===== config.mk =====
export PLATFORM = sky130hd
export DESIGN_NAME = button_event
export DESIGN_NICKNAME = d
export VERILOG_FILES = /design/src/rtl/button_event.sv
export SDC_FILE = /design/constraint.sdc
export NUM_CORES = 1
export LEC_CHECK = 0
export ABC_AREA = 1
export CAP_MARGIN = 10
export CORE_UTILIZATION = 50
export CTS_CLUSTER_SIZE = 30
export DETAILED_ROUTE_END_ITERATION = 16
export DONT_BUFFER_PORTS = 1
export PLACE_DENSITY_LB_ADDON = 0.2
export SETUP_SLACK_MARGIN = 0.4
export SYNTH_ARGS = -nofsm -noshare
export SYNTH_HDL_FRONTEND = slang
export SYNTH_SLANG_ARGS = --single-unit

===== constraint.sdc =====
create_clock -name clock_in -period 3.1 [get_ports clock_in]
set_clock_uncertainty 0.1 [all_clocks]
set_input_delay 0.62 -clock clock_in [delete_from_list [all_inputs] [get_ports clock_in]]
set_output_delay 0.62 -clock clock_in [all_outputs]
set_load 0.005 [all_outputs]

===== src/rtl/button_event.sv =====
// -----------------------------------------------------------------------------
// button_event
//
// Turns a debounced push-button level into one-cycle event pulses: press,
// release, single click, double click and long press, plus the synchronized
// button level and a running press counter.
//
// Optional feature: define BUTTON_EVENT_DOUBLE_EN to build the double-click
// detector (WAIT_GAP / PRESSED2 states). Without it, every short press is a
// single click reported together with its release, and GAP_LIMIT has no
// effect on behaviour.
//
// Parameters
//   COUNT_SIZE   width of the hold/gap timer
//   LONG_LIMIT   hold cycles that qualify as a long press
//   GAP_LIMIT    maximum release-to-press gap for a double click
//
// Ports
//   clock_in       in   system clock, rising edge
//   reset          in   synchronous, active-low reset
//   button_in      in   debounced button level (1 = pressed), asynchronous
//   press_pulse    out  one-cycle pulse per press
//   release_pulse  out  one-cycle pulse per release
//   click_pulse    out  one-cycle pulse per completed single click
//   double_pulse   out  one-cycle pulse per completed double click
//   long_pulse     out  one-cycle pulse when the hold time reaches LONG_LIMIT
//   button_held    out  synchronized button level
//   press_count    out  running count of presses, wraps 255 -> 0
// -----------------------------------------------------------------------------
module button_event #(
    parameter int                    COUNT_SIZE = 24,
    parameter logic [COUNT_SIZE-1:0] LONG_LIMIT = 24'd5999999,
    parameter logic [COUNT_SIZE-1:0] GAP_LIMIT  = 24'd2999999
) (
    input  logic       clock_in,
    input  logic       reset,
    input  logic       button_in,
    output logic       press_pulse,
    output logic       release_pulse,
    output logic       click_pulse,
    output logic       double_pulse,
    output logic       long_pulse,
    output logic       button_held,
    output logic [7:0] press_count
);

    // The timer saturates at the larger of the two limits so it can never
    // wrap, whichever state is counting.
    localparam logic [COUNT_SIZE-1:0] TIMER_MAX =
        (LONG_LIMIT > GAP_LIMIT) ? LONG_LIMIT : GAP_LIMIT;
    localparam logic [COUNT_SIZE-1:0] TIMER_ONE = {{(COUNT_SIZE-1){1'b0}}, 1'b1};

`ifdef BUTTON_EVENT_DOUBLE_EN
    typedef enum logic [2:0] {
        IDLE      = 3'd0,
        PRESSED1  = 3'd1,
        WAIT_GAP  = 3'd2,
        PRESSED2  = 3'd3,
        LONG_HELD = 3'd4
    } state_t;
`else
    typedef enum logic [1:0] {
        IDLE      = 2'd0,
        PRESSED1  = 2'd1,
        LONG_HELD = 2'd2
    } state_t;
`endif

    state_t                state_reg;
    logic [COUNT_SIZE-1:0] timer_reg;
    logic                  s1_reg;
    logic                  s2_reg;
    logic                  s3_reg;
    logic                  rise;
    logic                  fall;

    // Two-flop synchronizer (s1, s2) plus a history flop (s3) for edge detect.
    always_ff @(posedge clock_in) begin
        if (!reset) begin
            s1_reg <= 1'b0;
            s2_reg <= 1'b0;
            s3_reg <= 1'b0;
        end else begin
            s1_reg <= button_in;
            s2_reg <= s1_reg;
            s3_reg <= s2_reg;
        end
    end

    assign rise        = s2_reg & ~s3_reg;
    assign fall        = ~s2_reg & s3_reg;
    assign button_held = s3_reg;

    // Event FSM. Every pulse output defaults low each cycle, so each one is
    // high for exactly the cycle after the transition that produced it.
    always_ff @(posedge clock_in) begin
        if (!reset) begin
            state_reg     <= IDLE;
            timer_reg     <= '0;
            press_pulse   <= 1'b0;
            release_pulse <= 1'b0;
            click_pulse   <= 1'b0;
            double_pulse  <= 1'b0;
            long_pulse    <= 1'b0;
            press_count   <= 8'd0;
        end else begin
            press_pulse   <= 1'b0;
            release_pulse <= 1'b0;
            click_pulse   <= 1'b0;
            double_pulse  <= 1'b0;
            long_pulse    <= 1'b0;
            case (state_reg)
                IDLE: begin
                    timer_reg <= '0;
                    if (rise) begin
                        state_reg   <= PRESSED1;
                        press_pulse <= 1'b1;
                        press_count <= press_count + 8'd1;
                    end
                end
                PRESSED1: begin
                    // A release in the same cycle as the limit is still a click.
                    if (fall) begin
                        release_pulse <= 1'b1;
                        timer_reg     <= '0;
`ifdef BUTTON_EVENT_DOUBLE_EN
                        state_reg     <= WAIT_GAP;
`else
                        state_reg     <= IDLE;
                        click_pulse   <= 1'b1;
`endif
                    end else if (timer_reg == LONG_LIMIT) begin
                        state_reg  <= LONG_HELD;
                        long_pulse <= 1'b1;
                        timer_reg  <= '0;
                    end else if (timer_reg != TIMER_MAX) begin
                        timer_reg <= timer_reg + TIMER_ONE;
                    end
                end
                LONG_HELD: begin
                    if (fall) begin
                        state_reg     <= IDLE;
                        release_pulse <= 1'b1;
                        timer_reg     <= '0;
                    end
                end
`ifdef BUTTON_EVENT_DOUBLE_EN
                WAIT_GAP: begin
                    // A second press landing exactly on the gap limit still
                    // counts as the start of a double click.
                    if (rise) begin
                        state_reg   <= PRESSED2;
                        press_pulse <= 1'b1;
                        press_count <= press_count + 8'd1;
                        timer_reg   <= '0;
                    end else if (timer_reg == GAP_LIMIT) begin
                        state_reg   <= IDLE;
                        click_pulse <= 1'b1;
                        timer_reg   <= '0;
                    end else if (timer_reg != TIMER_MAX) begin
                        timer_reg <= timer_reg + TIMER_ONE;
                    end
                end
                PRESSED2: begin
                    // No long-press detection on the second press.
                    if (fall) begin
                        state_reg     <= IDLE;
                        release_pulse <= 1'b1;
                        double_pulse  <= 1'b1;
                        timer_reg     <= '0;
                    end
                end
`endif
                default: begin
                    state_reg <= IDLE;
                    timer_reg <= '0;
                end
            endcase
        end
    end

endmodule


=== Yosys cells after proc, flatten, opt, wreduce, memory -nomap -nowiden ===
Cells that the tools add are included.

* Register bits after elaboration: 41
* Bits in latches: 0
* RAM bits: 0
* ROM bits: 0
* Input bits: 3
* Output and inout port bits: 14
* Word-level logic and storage cells: 48
* Memories kept: 0

* Add/subtract/negate cells: 2
* $mul: 0
* Divide/modulo/power cells: 0
* $lt $le $gt $ge: 0
* Eq/ne operators: 8
* Shift operators: 0
* Muxes and demuxes: 13
* Bitwise logic cells: 6
* Reductions and logical operators: 9

{| class="wikitable"
|+ Operator list
! cell !! count
|-
| two-way mux 24 bit || 4
|-
| one-hot mux 24 bit (2 select lines) || 1
|-
| adder 24 x 1 -> 24 bit (second input constant) || 1
|-
| equality test 24 x 23 -> 1 bit (second input constant) || 1
|-
| inequality test 24 x 23 -> 1 bit (second input constant) || 1
|-
| AND reduction 2 bit || 5
|-
| adder 8 x 1 -> 8 bit (second input constant) || 1
|-
| two-way mux 2 bit || 4
|-
| one-hot mux 2 bit (3 select lines) || 1
|-
| inequality test 2 bit (second input constant) || 2
|-
| inequality test 4 bit (second input constant) || 1
|-
| inverter 1 bit || 4
|-
| two-way mux 1 bit || 3
|-
| inequality test 3 bit (second input constant) || 1
|-
| AND reduction 3 bit || 1
|-
| OR reduction 3 bit || 1
|-
| bitwise AND 1 bit || 2
|-
| equality test 2 x 1 -> 1 bit (second input constant) || 1
|-
| equality test 2 bit (second input constant) || 1
|-
| logical NOT 2 bit || 1
|-
| OR reduction 2 bit || 1
|}

=== Longest topological paths before layout ===
* Depth after elaboration: 5
* Gate-level depth with buffers: 12
* Mapped depth without buffers: 12

=== Least setup slack after synthesis ===
Ideal clock, no wire load.

* Path type: flip-flop to flip-flop
* Start point: reg timer_reg[0]
* End point: reg timer_reg[10]
* Library setup time: 0.128 ns
* Data arrival time: 1.346 ns
* Required time: 2.872 ns
* Slack: 1.526 ns
* Stages on the path, launching flop included: 12
* Path buffers: 1
* Clock period less this slack: 1.574 ns
* Cells stage by stage: dfxtp_1 ha_1 nand2_1 inv_1 nand2_1 nor2_1 nand3_2 nand2_2 nand2_4 nand2_4 buf_12 nor3_2

* Longest elaborated chain between the ends: 5
* Elaborated cells between the ends (all ways): 9
* Classes of those cells: 1 x add/sub; 3 x eq/ne; 4 x mux; 1 x reduce/logical

{| class="wikitable"
|+ Ends and longest elaborated chain
! what !! line !! text
|-
| start: declaration || 70 || <nowiki>logic [COUNT_SIZE-1:0] timer_reg;</nowiki>
|-
| start signal: assignment || 137 || <nowiki>timer_reg <= timer_reg + TIMER_ONE;</nowiki>
|-
| adder 24 x 1 -> 24 bit || 137 ||
|-
| two-way mux 24 bit || 136 || <nowiki>end else if (timer_reg != TIMER_MAX) begin</nowiki>
|-
| two-way mux 24 bit || 132 || <nowiki>end else if (timer_reg == LONG_LIMIT) begin</nowiki>
|-
| two-way mux 24 bit || 123 || <nowiki>if (fall) begin</nowiki>
|-
| one-hot mux 24 bit (2 select lines) || 112 || <nowiki>case (state_reg)</nowiki>
|}

Several ways; a longest one is shown, not always the timed one. The select of a mux whose other input is x is not followed.
A chain may end at the register's enable or synchronous reset.

=== Worst setup path in the final report ===
* Start point: reg timer_reg[0]
* End point: reg timer_reg[23]

The elaborated chain is that of the path after synthesis.

==> results summary <==
The flow ran to the end, and the final reports show no timing, DRC or antenna violations. The average wire length per cell after detail routing came out at 11.41 um. The signal arrival time at the worst endpoint is 1870 ps. Port buffering added 0 buffers.

The mean number of vias per cell came out at 5.037. The boundary pin count came out at 17. The final-layout worst hold slack came out at 319.2 ps. Setup repair after global routing left no endpoint under its margin.

The number of endpoints failing setup at the final stage came out at 0. The critical path goes through ha_1, nand2_1, inv_1, nand2_1, nor2_1, nand3_2, nand2_2, nand2_4, nand2_4, nor2_1. The floorplan die width came out at 68.18 um.

The clock slew at the register clock pins of the worst setup and hold paths came out at 80 ps. The worst setup path is launched from a flip-flop. The total number of clock tree sinks came out at 41. Counting every net in the synthesized netlist gives 311. The starting utilization of the core area is 0.5321. The startpoint of the lowest-slack hold path is s1_reg$_SDFF_PN0_. After synthesis, the cell types taking the most area are dfxtp_1 (37%), nand2_1 (11%), nor2_1 (7.7%). The proportion of layout cells with a drive suffix above 1 is 0.1373. The period utilization is 0.5797. The commonest non-fill, non-tap cell in the layout is nand2_1.

The detailed-router iteration count before antenna repair came out at 4. Fill cells in the final layout number 424. The count of instances resized after the clock tree is built came out at 0.

The standard cell with the maximum stage delay on the critical path is dfxtp_1. The number of global-route vias before repair came out at 1,616. The wire length after detailed routing came out at 4062 um. In this run the worst hold path is classified as reg2reg. The setup TNS came out at 0 ps. The number of flip-flops under the largest register name is 24. Clock tree synthesis selected as its root buffer the cell clkbuf_8.

The TritonCTS clock tree is done. The post-route antenna net violation count came out at 0. The later pin in the worst-skew pair is clocked with a latency of 290 ps. The net count reported at finish came out at 313. The netlist uses 33 different library cells. The weighted congestion reported at the end of routability-driven placement is 0.8395.

In this run, post-CTS hold repair placed 0 buffers. The cell family contributing the most delay on the critical path is simple AND/OR/NAND/NOR gates. The max-cap check violation count is 0.

The core footprint came out at 0.004115 mm^2. The worst slack after detailed placement came out at 1308 ps. The Yosys step of the flow raised 0 warnings. The die span in y came out at 68.18 um. The number of synthesized register bits came out at 41. The achievable frequency is 556.4 MHz. Of all nets on the critical path, the largest fanout is 20.

In this run the critical register-to-register path is launched from timer_reg[0]$_SDFFE_PN0P_. In this run, CTS created clock tree buffers numbering 5. The total count of hold-check failures in the final report is 0.

0 antenna diodes ended up in the layout. The final critical path time including I/O delays and setup is 1797 ps. Counting every instance in the synthesized netlist gives 303. Of the post-synthesis cell area, the dominant cell type holds 0.3749.

The global-route congestion overflow total came out at 0. The top cell types in the final layout, fill and taps aside, are nand2_1 (63), nor2_1 (45), inv_1 (42), dfxtp_1 (41), nand3_1 (21). The maximum count of clock buffers along a single path came out at 2. The first routing iteration left 91 violations. The minimum setup slack in the final design came out at 1303 ps. The post-synthesis to final-layout area growth came out at 4.400%. The biggest area contributor in the post-synthesis netlist is dfxtp_1. VDD sags by at most 0.0002829 V. The largest stage delay on the critical path is 370 ps. The number of max-slew violations in the final report was 0.

The via count is 1,793. The deepest level of the CTS H-tree is 2. The static power due to leakage came out at 0.8678 nW. The total half-perimeter wirelength after legalization and detailed placement is 3042 um.

In this run the worst setup path begins at timer_reg[0]$_SDFFE_PN0P_. The number of setup buffers added after CTS is 0. The global-route wire length before repair is 7272 um.

Entering global routing, the biggest net connects 21 pins. The worst path required time came out at 3170 ps. The floorplan row count came out at 23. The initial antenna violation count was 0.

The global-route usage over all layers came out at 0.2110. The share of the Yosys chip area taken by registers is 0.3749. The remaining design rule violation count came out at 0. The cell area power density is 462.5 mW/mm^2. The worst setup path is captured at a flip-flop.

The floorplan step defined a die boundary enclosing 0.004648 mm^2. Together, buffers and inverters on the worst path number 1. The per-instance average area after synthesis came out at 7.226 um^2. The worst setup path is of the reg2reg kind. The combined area of all synthesized cells came out at 0.002190 mm^2.
==> worst min-delay path, stage by stage (launching register included) <==
cell	delay [ps]
dfxtp_1	300
nand2_1	50
inv_1	30
==> Yosys cell counts, drive strengths merged <==
cell / n
nand2: 69
nor2: 56
inv: 47
dfxtp: 41
nand3: 25
nor3: 13
a21oi: 10
nand4: 8
o21ai: 6
ha: 5
xor2: 5
buf: 4
nor3b: 2
nor4: 2
o21bai: 2
xnor2: 2
a21o: 1
and3: 1
clkbuf: 1
conb: 1
o31ai: 1
or2: 1
==> through the flow <==
| step | area [um^2] | util | total power [mW] | cells |
|---|---|---|---|---|
| after floorplan | 2190 | - | 0.7221 | 303 |
| after global placement | 2198 | 0.5342 | 0.7253 | 348 |
| after detailed placement | 2198 | 0.5342 | 0.7275 | 348 |
| after CTS | 2286 | 0.5555 | 1.073 | 356 |
| after global routing | 2286 | 0.5555 | 1.121 | 356 |
| final | 2286 | 0.5555 | 1.057 | 356 |
==> cell type report <==
cell class	count	area (um^2)	share of cell area
clock buffer	6	72.57	0.03175
multi-input combinational	210	1139	0.4981
tap	50	62.56	0.02737
sequential	41	820.8	0.3591
inverter	47	176.4	0.07718
clock inverter	2	15.01	0.006568
==> worst paths after layout <==
check,end,slack [ps],cells after the start
max,timer_reg[23]$_SDFFE_PN0P_,1300,10
min,s2_reg$_SDFF_PN0_,320,2
max reg2reg,timer_reg[23]$_SDFFE_PN0P_,1300,10
min reg2reg,s2_reg$_SDFF_PN0_,320,2
==> per-layer routing <==
| layer | track usage | vias up | routed length, um |
|---|---|---|---|
| met2 | 0.3297 | 41 | 1859 |
| met1 | 0.2776 | 796 | 1979 |
| li1 | - | 954 | - |
| met5 | 0 | - | 0 |
| met4 | 0.07031 | 0 | 25 |
| met3 | 0.05833 | 2 | 198 |
==> kinds of logic after synthesis <==
family	Yosys count	share of synthesized area
AO/OA/AOI/OAI	20	0.05028
XOR/XNOR	7	0.02800
adder cells (fa/ha/maj)	5	0.02857
buffers and inverters	52	0.1051
flip-flops	41	0.3749
other	1	0.001713
AND/OR/NAND/NOR	177	0.4114
==> power breakdown <==
part | total, mW | switching, mW | leakage [nW] | internal [mW]
clock network | 0.343 | 0.185 | 0.0374 | 0.159
logic | 0.162 | 0.114 | 0.499 | 0.0485
registers | 0.551 | 0.0111 | 0.331 | 0.540
total | 1.06 | 0.310 | 0.868 | 0.747
No activity file was read; power rests on OpenSTA's default activity.
